===== config.mk =====
export PLATFORM = sky130hd
export DESIGN_NAME = mem_port_arbiter_flat
export DESIGN_NICKNAME = d
export VERILOG_FILES = /design/src/rtl/mem_port_arbiter_pkg.sv /design/src/rtl/mem_port_arbiter_if.sv /design/src/rtl/mem_port_arbiter_arb_prio_sel.sv /design/src/rtl/mem_port_arbiter.sv /design/src/flat_wrapper.sv
export SDC_FILE = /design/constraint.sdc
export NUM_CORES = 1
export LEC_CHECK = 0
export CAP_MARGIN = 15
export CORE_AREA = 2 2 108 110
export CTS_BUF_LIST = sky130_fd_sc_hd__clkbuf_2
export CTS_CLUSTER_SIZE = 30
export DETAILED_ROUTE_END_ITERATION = 12
export DIE_AREA = 0 0 110 112
export PLACE_DENSITY_LB_ADDON = 0.15
export SLEW_MARGIN = 20
export SYNTH_ARGS = -nofsm -noshare
export SYNTH_HDL_FRONTEND = slang
export SYNTH_SLANG_ARGS = --single-unit

===== constraint.sdc =====
create_clock -name clk -period 5.8 [get_ports clk]
set_input_delay 0.87 -clock clk [delete_from_list [all_inputs] [get_ports clk]]
set_output_delay 0.87 -clock clk [all_outputs]
set_load 0.05 [all_outputs]

===== src/rtl/mem_port_arbiter_pkg.sv =====
// Shared types and constants for the unified memory-port arbiter.
//   - Access size codes (byte/half/word) as seen on d_size/mem_size.
//   - Arbiter FSM state codes and transaction owner codes.
//   - Latched memory request record and a saturating 8-bit increment.
package mem_port_arbiter_pkg;

  localparam logic [1:0] SIZE_BYTE = 2'd0;
  localparam logic [1:0] SIZE_HALF = 2'd1;
  localparam logic [1:0] SIZE_WORD = 2'd2;

  typedef enum logic {
    ARB_IDLE = 1'b0,
    ARB_BUSY = 1'b1
  } arb_state_e;

  typedef enum logic {
    ARB_OWN_I = 1'b0,
    ARB_OWN_D = 1'b1
  } arb_owner_e;

  typedef struct packed {
    logic [31:0] addr;
    logic [31:0] wdata;
    logic        we;
    logic [1:0]  size;
    logic        rdun;
  } mem_req_t;

  function automatic logic [7:0] sat_inc8(input logic [7:0] v);
    return (v == 8'hFF) ? v : v + 8'd1;
  endfunction

endpackage


===== src/rtl/mem_port_arbiter_if.sv =====
// Bundle of every requester and memory-side signal of the arbiter.
//   fetch:  i_req, i_addr -> i_gnt, i_rvalid, i_rdata
//   data:   d_req, d_addr, d_wdata, d_we, d_size, d_rdun -> d_gnt, d_rvalid, d_rdata
//   memory: mem_addr, mem_wdata, mem_we, mem_size, mem_rdun <- mem_rdata
// slave  : the arbiter's view.
// master : the requesters' and memory model's view.
interface mem_port_arbiter_if;

  logic        i_req;
  logic [31:0] i_addr;
  logic        i_gnt;
  logic        i_rvalid;
  logic [31:0] i_rdata;

  logic        d_req;
  logic [31:0] d_addr;
  logic [31:0] d_wdata;
  logic        d_we;
  logic [1:0]  d_size;
  logic        d_rdun;
  logic        d_gnt;
  logic        d_rvalid;
  logic [31:0] d_rdata;

  logic [31:0] mem_addr;
  logic [31:0] mem_wdata;
  logic        mem_we;
  logic [1:0]  mem_size;
  logic        mem_rdun;
  logic [31:0] mem_rdata;

  modport slave (
    input  i_req, i_addr, d_req, d_addr, d_wdata, d_we, d_size, d_rdun, mem_rdata,
    output i_gnt, i_rvalid, i_rdata, d_gnt, d_rvalid, d_rdata,
    output mem_addr, mem_wdata, mem_we, mem_size, mem_rdun
  );

  modport master (
    output i_req, i_addr, d_req, d_addr, d_wdata, d_we, d_size, d_rdun, mem_rdata,
    input  i_gnt, i_rvalid, i_rdata, d_gnt, d_rvalid, d_rdata,
    input  mem_addr, mem_wdata, mem_we, mem_size, mem_rdun
  );

endinterface


===== src/rtl/mem_port_arbiter_arb_prio_sel.sv =====
// Combinational winner pick between fetch and data.
//   en      : arbiter able to accept a request this cycle
//   i_req   : fetch request
//   d_req   : data request
//   promote : fetch has waited long enough to beat data
//   i_gnt   : fetch wins
//   d_gnt   : data wins
// Data has priority unless fetch has been promoted.
module mem_port_arbiter_arb_prio_sel (
  input  logic en,
  input  logic i_req,
  input  logic d_req,
  input  logic promote,
  output logic i_gnt,
  output logic d_gnt
);

  always_comb begin
    i_gnt = en && i_req && (!d_req || promote);
    d_gnt = en && d_req && !(i_req && promote);
  end

endmodule


===== src/rtl/mem_port_arbiter.sv =====
// Shares one single-port memory between instruction fetch and load/store.
// One transaction outstanding at a time. A grant is possible in IDLE or in
// the final BUSY cycle (the rvalid cycle), so back-to-back transactions
// issue every MEM_LAT cycles.
// Parameters:
//   MEM_LAT  (1..15)  cycles from mem_* presented to mem_rdata valid
//   MAX_WAIT (1..255) consecutive denied fetch cycles before fetch is promoted
// Ports:
//   clk, rst_n : clock, asynchronous active-low reset
//   bus        : mem_port_arbiter_if.slave (fetch, data and memory signals)
// Optional feature, macro ARB_PERF_CNT_EN: adds perf_i_grants, perf_d_grants,
// perf_i_stall (32-bit, wrapping) outputs.
module mem_port_arbiter
  import mem_port_arbiter_pkg::*;
#(
  parameter int unsigned MEM_LAT  = 1,
  parameter int unsigned MAX_WAIT = 4
) (
  input  logic                  clk,
  input  logic                  rst_n,
  mem_port_arbiter_if.slave     bus
`ifdef ARB_PERF_CNT_EN
  ,
  output logic [31:0]           perf_i_grants,
  output logic [31:0]           perf_d_grants,
  output logic [31:0]           perf_i_stall
`endif
);

  localparam logic [3:0] LAT_LAST = 4'(MEM_LAT);
  localparam logic [7:0] WAIT_LIM = 8'(MAX_WAIT);

  arb_state_e state_q, state_d;
  arb_owner_e owner_q, owner_d;
  mem_req_t   req_q, req_d;
  logic [3:0] lat_cnt_q, lat_cnt_d;
  logic [7:0] wait_cnt_q, wait_cnt_d;
  logic       mem_we_q, mem_we_d;

  logic last_cycle, can_grant, promote;
  logic i_gnt, d_gnt, i_rv, d_rv;

  // lat_cnt counts BUSY cycles starting at 1 in the cycle after the grant.
  assign last_cycle = (state_q == ARB_BUSY) && (lat_cnt_q == LAT_LAST);
  assign can_grant  = (state_q == ARB_IDLE) || last_cycle;
  assign promote    = (wait_cnt_q >= WAIT_LIM);

  mem_port_arbiter_arb_prio_sel u_arb_prio_sel (
    .en      (can_grant),
    .i_req   (bus.i_req),
    .d_req   (bus.d_req),
    .promote (promote),
    .i_gnt   (i_gnt),
    .d_gnt   (d_gnt)
  );

  // State register
  always_ff @(posedge clk or negedge rst_n) begin
    if (!rst_n) state_q <= ARB_IDLE;
    else        state_q <= state_d;
  end

  // Next state
  always_comb begin
    state_d = state_q;
    if (i_gnt || d_gnt) state_d = ARB_BUSY;
    else if (can_grant) state_d = ARB_IDLE;
  end

  // Outputs: grants and completion are combinational from current state
  always_comb begin
    i_rv         = last_cycle && (owner_q == ARB_OWN_I);
    d_rv         = last_cycle && (owner_q == ARB_OWN_D);
    bus.i_gnt    = i_gnt;
    bus.d_gnt    = d_gnt;
    bus.i_rvalid = i_rv;
    bus.d_rvalid = d_rv;
    bus.i_rdata  = i_rv ? bus.mem_rdata : 32'd0;
    bus.d_rdata  = (d_rv && !req_q.we) ? bus.mem_rdata : 32'd0;
  end

  // Transaction capture, latency and fetch-wait bookkeeping
  always_comb begin
    owner_d   = owner_q;
    req_d     = req_q;
    lat_cnt_d = lat_cnt_q;
    mem_we_d  = 1'b0;
    if (state_q == ARB_BUSY && !last_cycle) lat_cnt_d = lat_cnt_q + 4'd1;
    if (d_gnt) begin
      owner_d   = ARB_OWN_D;
      req_d     = '{addr: bus.d_addr, wdata: bus.d_wdata, we: bus.d_we,
                    size: bus.d_size, rdun: bus.d_rdun};
      mem_we_d  = bus.d_we;
      lat_cnt_d = 4'd1;
    end else if (i_gnt) begin
      owner_d   = ARB_OWN_I;
      req_d     = '{addr: bus.i_addr, wdata: 32'd0, we: 1'b0,
                    size: SIZE_WORD, rdun: 1'b0};
      lat_cnt_d = 4'd1;
    end
    // Any cycle fetch asks and is refused counts, including while BUSY.
    wait_cnt_d = (bus.i_req && !i_gnt) ? sat_inc8(wait_cnt_q) : 8'd0;
  end

  always_ff @(posedge clk or negedge rst_n) begin
    if (!rst_n) begin
      owner_q    <= ARB_OWN_I;
      req_q      <= '0;
      lat_cnt_q  <= 4'd0;
      wait_cnt_q <= 8'd0;
      mem_we_q   <= 1'b0;
    end else begin
      owner_q    <= owner_d;
      req_q      <= req_d;
      lat_cnt_q  <= lat_cnt_d;
      wait_cnt_q <= wait_cnt_d;
      mem_we_q   <= mem_we_d;
    end
  end

  // mem_we is high only in the first cycle after a store grant.
  assign bus.mem_addr  = req_q.addr;
  assign bus.mem_wdata = req_q.wdata;
  assign bus.mem_size  = req_q.size;
  assign bus.mem_rdun  = req_q.rdun;
  assign bus.mem_we    = mem_we_q;

`ifdef ARB_PERF_CNT_EN
  logic [31:0] perf_i_grants_q, perf_i_grants_d;
  logic [31:0] perf_d_grants_q, perf_d_grants_d;
  logic [31:0] perf_i_stall_q,  perf_i_stall_d;

  always_comb begin
    perf_i_grants_d = perf_i_grants_q + {31'd0, i_gnt};
    perf_d_grants_d = perf_d_grants_q + {31'd0, d_gnt};
    perf_i_stall_d  = perf_i_stall_q  + {31'd0, (bus.i_req && !i_gnt)};
  end

  always_ff @(posedge clk or negedge rst_n) begin
    if (!rst_n) begin
      perf_i_grants_q <= 32'd0;
      perf_d_grants_q <= 32'd0;
      perf_i_stall_q  <= 32'd0;
    end else begin
      perf_i_grants_q <= perf_i_grants_d;
      perf_d_grants_q <= perf_d_grants_d;
      perf_i_stall_q  <= perf_i_stall_d;
    end
  end

  assign perf_i_grants = perf_i_grants_q;
  assign perf_d_grants = perf_d_grants_q;
  assign perf_i_stall  = perf_i_stall_q;
`endif

endmodule


===== src/flat_wrapper.sv =====
// flat-port wrapper written by rule: the top's interface ports become plain ports
module mem_port_arbiter_flat import mem_port_arbiter_pkg::*;
#(
  parameter int unsigned MEM_LAT  = 1,
  parameter int unsigned MAX_WAIT = 4
)
  (clk, rst_n, bus_i_req, bus_i_addr, bus_d_req, bus_d_addr, bus_d_wdata, bus_d_we, bus_d_size, bus_d_rdun, bus_mem_rdata, bus_i_gnt, bus_i_rvalid, bus_i_rdata, bus_d_gnt, bus_d_rvalid, bus_d_rdata, bus_mem_addr, bus_mem_wdata, bus_mem_we, bus_mem_size, bus_mem_rdun);
  mem_port_arbiter_if bus_i ();
  input  logic clk;
  input  logic rst_n;
  input wire logic [$bits(bus_i.i_req)-1:0] bus_i_req;
  input wire logic [$bits(bus_i.i_addr)-1:0] bus_i_addr;
  input wire logic [$bits(bus_i.d_req)-1:0] bus_d_req;
  input wire logic [$bits(bus_i.d_addr)-1:0] bus_d_addr;
  input wire logic [$bits(bus_i.d_wdata)-1:0] bus_d_wdata;
  input wire logic [$bits(bus_i.d_we)-1:0] bus_d_we;
  input wire logic [$bits(bus_i.d_size)-1:0] bus_d_size;
  input wire logic [$bits(bus_i.d_rdun)-1:0] bus_d_rdun;
  input wire logic [$bits(bus_i.mem_rdata)-1:0] bus_mem_rdata;
  output wire logic [$bits(bus_i.i_gnt)-1:0] bus_i_gnt;
  output wire logic [$bits(bus_i.i_rvalid)-1:0] bus_i_rvalid;
  output wire logic [$bits(bus_i.i_rdata)-1:0] bus_i_rdata;
  output wire logic [$bits(bus_i.d_gnt)-1:0] bus_d_gnt;
  output wire logic [$bits(bus_i.d_rvalid)-1:0] bus_d_rvalid;
  output wire logic [$bits(bus_i.d_rdata)-1:0] bus_d_rdata;
  output wire logic [$bits(bus_i.mem_addr)-1:0] bus_mem_addr;
  output wire logic [$bits(bus_i.mem_wdata)-1:0] bus_mem_wdata;
  output wire logic [$bits(bus_i.mem_we)-1:0] bus_mem_we;
  output wire logic [$bits(bus_i.mem_size)-1:0] bus_mem_size;
  output wire logic [$bits(bus_i.mem_rdun)-1:0] bus_mem_rdun;
  assign bus_i.i_req = bus_i_req;
  assign bus_i.i_addr = bus_i_addr;
  assign bus_i.d_req = bus_d_req;
  assign bus_i.d_addr = bus_d_addr;
  assign bus_i.d_wdata = bus_d_wdata;
  assign bus_i.d_we = bus_d_we;
  assign bus_i.d_size = bus_d_size;
  assign bus_i.d_rdun = bus_d_rdun;
  assign bus_i.mem_rdata = bus_mem_rdata;
  assign bus_i_gnt = bus_i.i_gnt;
  assign bus_i_rvalid = bus_i.i_rvalid;
  assign bus_i_rdata = bus_i.i_rdata;
  assign bus_d_gnt = bus_i.d_gnt;
  assign bus_d_rvalid = bus_i.d_rvalid;
  assign bus_d_rdata = bus_i.d_rdata;
  assign bus_mem_addr = bus_i.mem_addr;
  assign bus_mem_wdata = bus_i.mem_wdata;
  assign bus_mem_we = bus_i.mem_we;
  assign bus_mem_size = bus_i.mem_size;
  assign bus_mem_rdun = bus_i.mem_rdun;
  mem_port_arbiter #(.MEM_LAT(MEM_LAT), .MAX_WAIT(MAX_WAIT)) u_core (.clk(clk), .rst_n(rst_n), .bus(bus_i));
endmodule

# --- Yosys cells after proc, flatten, opt, wreduce, memory -nomap -nowiden ---
# Cells that the tools add are included.
word_totals:
  ff_bits: 83
  output_inout_bits: 136
  elab_cells: 54
op_classes:
  addsub: 2
  magnitude_cmp: 1
  n_eq_ne: 3
  muxes: 14
  bitwise_logic: 2
  reduce_logical: 22
ops:
  columns: ["operator", "n"]
  rows:
  - ["2-to-1 mux 68 bit", 2]
  - ["2-to-1 mux 32 bit", 2]
  - ["2-to-1 mux 8 bit", 2]
  - ["2-to-1 mux 4 bit", 3]
  - ["logical AND 1 bit", 11]
  - ["adder 8 x 1 -> 8 bit (second input constant)", 1]
  - ["equality test 8 bit (second input constant)", 1]
  - [">= comparator 8 x 3 -> 1 bit (second input constant)", 1]
  - ["zero test 1 bit", 5]
  - ["2-to-1 mux 1 bit", 5]
  - ["adder 4 x 1 -> 4 bit (second input constant)", 1]
  - ["equality test 4 x 1 -> 1 bit (second input constant)", 1]
  - ["nonzero test 2 bit", 2]
  - ["logical OR 1 bit", 3]
  - ["nonzero test 3 bit", 1]
  - ["inequality test 2 bit (second input constant)", 1]
  - ["NOT 1 bit", 2]

# --- Longest topological paths before layout ---
logic_depth:
  depth_word: 8
  depth_mapped: 10
  depth_no_buf: 7

# --- Hierarchy ---
# A second synthesis with hierarchy kept.
unflattened:
  hier_cells: 448
  area_unflattened_um2: 4511.8
modules_own_cells:
  columns: ["module", "n_inst", "cells_per_inst", "area_each_um2", "seq_area_each_um2"]
  rows:
  - ["mem_port_arbiter", 1, 443, 4490.6, 2077.0]
  - ["mem_port_arbiter_arb_prio_sel", 1, 5, 21.3, 0.0]

# --- Worst setup path after synthesis ---
# Ideal clock, no wire load.
synth_path:
  path_kind: "reg2out"
  startpoint: "register u_core.lat_cnt_q[1]"
  endpoint: "output port bus_d_rvalid"
  arrival_time_ps: 2109
  required_ps: 4930
  slack_ps: 2821
  stages_incl_launch_ff: 6
  path_buffers: 1
  cell_sequence: "dfrtp_1 inv_1 ha_1 or3b_1 buf_6 nor3_1"
synth_between:
  elab_chain_cells: 3
synth_rtl:
  columns: ["item", "line_no", "text"]
  rows:
  - ["from (decl)", "mem_port_arbiter.sv:36", "logic [3:0] lat_cnt_q, lat_cnt_d;"]
  - ["from (signal assigned)", "mem_port_arbiter.sv:115", "lat_cnt_q <= lat_cnt_d;"]
  - ["equality test 4 x 1 -> 1 bit", "mem_port_arbiter.sv:44", "assign last_cycle = (state_q == ARB_BUSY) && (lat_cnt_q == LAT_LAST);"]
  - ["logical AND 1 bit", "mem_port_arbiter.sv:44", null]
  - ["logical AND 1 bit", "mem_port_arbiter.sv:73", "d_rv = last_cycle && (owner_q == ARB_OWN_D);"]
  - ["to (decl)", "flat_wrapper.sv:24", "output wire logic [$bits(bus_i.d_rvalid)-1:0] bus_d_rvalid;"]
# Every way passes these cells.

# --- Worst setup path after layout ---
layout_path:
  startpoint: "register u_core.lat_cnt_q[1]"
  endpoint: "output port bus_d_rdata[7]"
layout_between:
  elab_chain_cells: 5
layout_rtl:
  columns: ["item", "line_no", "text"]
  rows:
  - ["equality test 4 x 1 -> 1 bit", "mem_port_arbiter.sv:44", null]
  - ["logical AND 1 bit", "mem_port_arbiter.sv:44", null]
  - ["logical AND 1 bit", "mem_port_arbiter.sv:73", null]
  - ["logical AND 1 bit", "mem_port_arbiter.sv:79", "bus.d_rdata = (d_rv && !req_q.we) ? bus.mem_rdata : 32'd0;"]
  - ["2-to-1 mux 32 bit", "mem_port_arbiter.sv:79", null]
  - ["to (decl)", "flat_wrapper.sv:25", "output wire logic [$bits(bus_i.d_rdata)-1:0] bus_d_rdata;"]
# Every way passes these cells.

==> results.json <==
{
  "drv_slew": 0,
  "grt_pass1_vias": 4214,
  "initialDrtViolationCount": 182,
  "routabilityCongestion": 0.808,
  "fin_setup_tns_ps": 0,
  "worstPathArrival_ps": 3400,
  "dieArea_mm2": 0.0123,
  "rows": 39,
  "syn-cell-area_mm2": 0.00469,
  "grtUsageTotal_pct": 22.9,
  "synth_area_leaders": "dfrtp_1 44%, buf_4 11%, and2_1 8.8%, a22o_1 6.5%, nand2_1 5.4%",
  "critPathKind": "flip-flop to output port",
  "grt_max_degree": 84,
  "io_pins": 272,
  "ys_seq_elements": 83,
  "yosysSeqAreaShare_pct": 44.3,
  "status": "completed",
  "grt_overflow": 0,
  "hold_viol_final": 0,
  "hpwl_um": 10200,
  "startpoint_type": "flip-flop",
  "synthTopCellsByCount": "83 x dfrtp_1, 71 x buf_4, 68 x nand2_1, 66 x and2_1, 35 x a22o_1",
  "core_mm2": 0.0112,
  "ys_types": 41,
  "fmax_mhz": 234,
  "antenna_found_initial": 1,
  "cts_setup_buffers": 0,
  "fp.dieH_um": 112,
  "cts_resized": 0,
  "drive_above_1_share_pct": 5.07,
  "vias": 4120,
  "grt_pass1_wl_um": 21800,
  "ys_warn_count": 0,
  "wire_per_inst_um": 17.2,
  "post-route-util_pct": 62.7,
  "htreeDepth": 3,
  "numPortBuffers": 271,
  "clock_latency_ps": 530,
  "hold-worst-slack_ps": 317,
  "ir_drop_mv": 0.356,
  "viasPerCell": 5.06,
  "synth_ff_type": "dfrtp_1",
  "synth_area_leader_cell": "dfrtp_1",
  "period_minus_slack_ps": 4270,
  "powerDensity_mw_per_mm2": 584,
  "relSlewSlack_pct": 29.3,
  "syn_inst": 482,
  "clock_sinks": 83,
  "postSynthAreaPerCell_um2": 9.73,
  "rsz0062_at_grt": "no",
  "clockRootBuffer": "clkbuf_2",
  "fin_nets": 806,
  "numCtsBuffers": 9,
  "fin_total_pwr_mw": 4.09,
  "hold_class": "primary input to async pin",
  "start_util_pct": 42.0,
  "cts_tree": "yes",
  "finalSetupViolCount": 0,
  "worstMarginPinSlew_ps": 1060,
  "period_share_pct": 73.7,
  "dr.pass1.iters": 4,
  "die_x_um": 110,
  "setup_slack_ps": 1530,
  "p_leak_nw": 2.87,
  "syn_nets": 622,
  "worstPathMaxFanout": 24,
  "wl_um": 14000,
  "ant_nets": 0,
  "skew_ps": 23.8,
  "synth.most_common_cell": "dfrtp_1",
  "endpoint_kind": "output port",
  "cts_hold_buf": 0,
  "worstPathRequired_ps": 4930,
  "maxCapViolations": 0,
  "netlist.area_leader.share_pct": 44.3,
  "async_reset_ff_share_pct": 100,
  "synth_edf_count": 0,
  "clock_path_buffers": 2,
  "syn_to_final_growth_pct": 49.4,
  "cts.clk_slew.worst_paths_ps": 240,
  "drc": 0,
  "place_ws_ps": 1690
}
## per-layer routing
| metal | vias up | track usage, % | routed length, µm |
|---|---|---|---|
| met5 | - | 0 | 0 |
| met4 | 0 | 9.28 | 345 |
| met3 | 23 | 6.67 | 1300 |
| met2 | 178 | 39.0 | 6910 |
| met1 | 1948 | 26.5 | 5450 |
| li1 | 1971 | - | - |
## path summary, 6_finish.rpt
check	slack (ps)	depth (start not counted)	end	start
min	320	1	u_core.bus.mem_addr[24]	rst_n
max reg2reg	2970	8	u_core.bus.mem_wdata[27]	u_core.lat_cnt_q[1]
max in group asynchronous	4930	1	u_core.bus.mem_we	rst_n
min reg2reg	530	2	u_core.bus.mem_addr[16]	u_core.bus.mem_addr[16]
min in group clk	530	2	u_core.bus.mem_addr[16]	u_core.bus.mem_addr[16]
max	1530	7	bus_d_rdata[7]	u_core.lat_cnt_q[1]
## sequential cells by signal (all words and copies together) (netlist names)
name	flops
u_core.state_q	1
u_core.req_q	1
u_core.lat_cnt_q	4
u_core.bus.mem_wdata	32
u_core.bus.mem_addr	32
u_core.bus.mem_we	1
u_core.owner_q	1
u_core.bus.mem_rdun	1
u_core.wait_cnt_q	8
u_core.bus.mem_size	2
## cell type report
class,instances,area [µm²]
Tap cell,143,179
Antenna cell,1,2.50
Inverter,7,28.8
Sequential cell,83,2080
Multi-Input combinational cell,289,1850
Fill cell,967,4170
Clock buffer,9,45.0
Timing Repair Buffer,276,2760
Clock inverter,7,67.6
## worst max-delay path, stage by stage (launching register included)
cell             delay (ps)
dfrtp_1                 460
inv_1                    70
ha_1                    140
or3b_1                  550
nor4_4                  440
buf_6                   250
and2_1                  140
clkdlybuf4s50_1         820
## cell usage in the layout, fill, tap and decap left out, drive strengths merged, types with 4 or more instances in the layout
master	netlist	layout
nand4	34	34
and2	66	66
clkdlybuf4s50	0	270
clkinv	0	4
ha	4	4
dfrtp	83	83
nand3	4	4
nand2	69	69
nor3	7	7
inv	7	8
clkbuf	13	9
a22o	35	35
buf	90	6
o211ai	32	32
nor2	14	14
## metrics by stage
step           cell area, µm²  instances
2_1_floorplan            4690        482
3_3_place_gp             6880        797
3_5_place_dp             6880        797
4_1_cts                  6990        813
5_1_grt                  7010        815
6_report                 7010        815
## kinds of logic after synthesis
kind of cell,after synthesis,synth area share [%]
adders and majority gates,4,1.07
AOI/OAI and AO/OA,79,14.3
and+or+nand+nor,200,22.9
DFF,83,44.3
buffers and inverters,110,16.2
muxes,2,0.454
xor gates and xnor gates,4,0.747
## report_power, final
part / internal (mW) / leakage [nW] / switching [mW]
registers: 0.825 / 1.03 / 0.151
clock network: 0.0983 / 0.0674 / 0.204
logic: 0.953 / 1.77 / 1.86
total: 1.88 / 2.87 / 2.22
No activity file was read; power rests on OpenSTA's default activity.
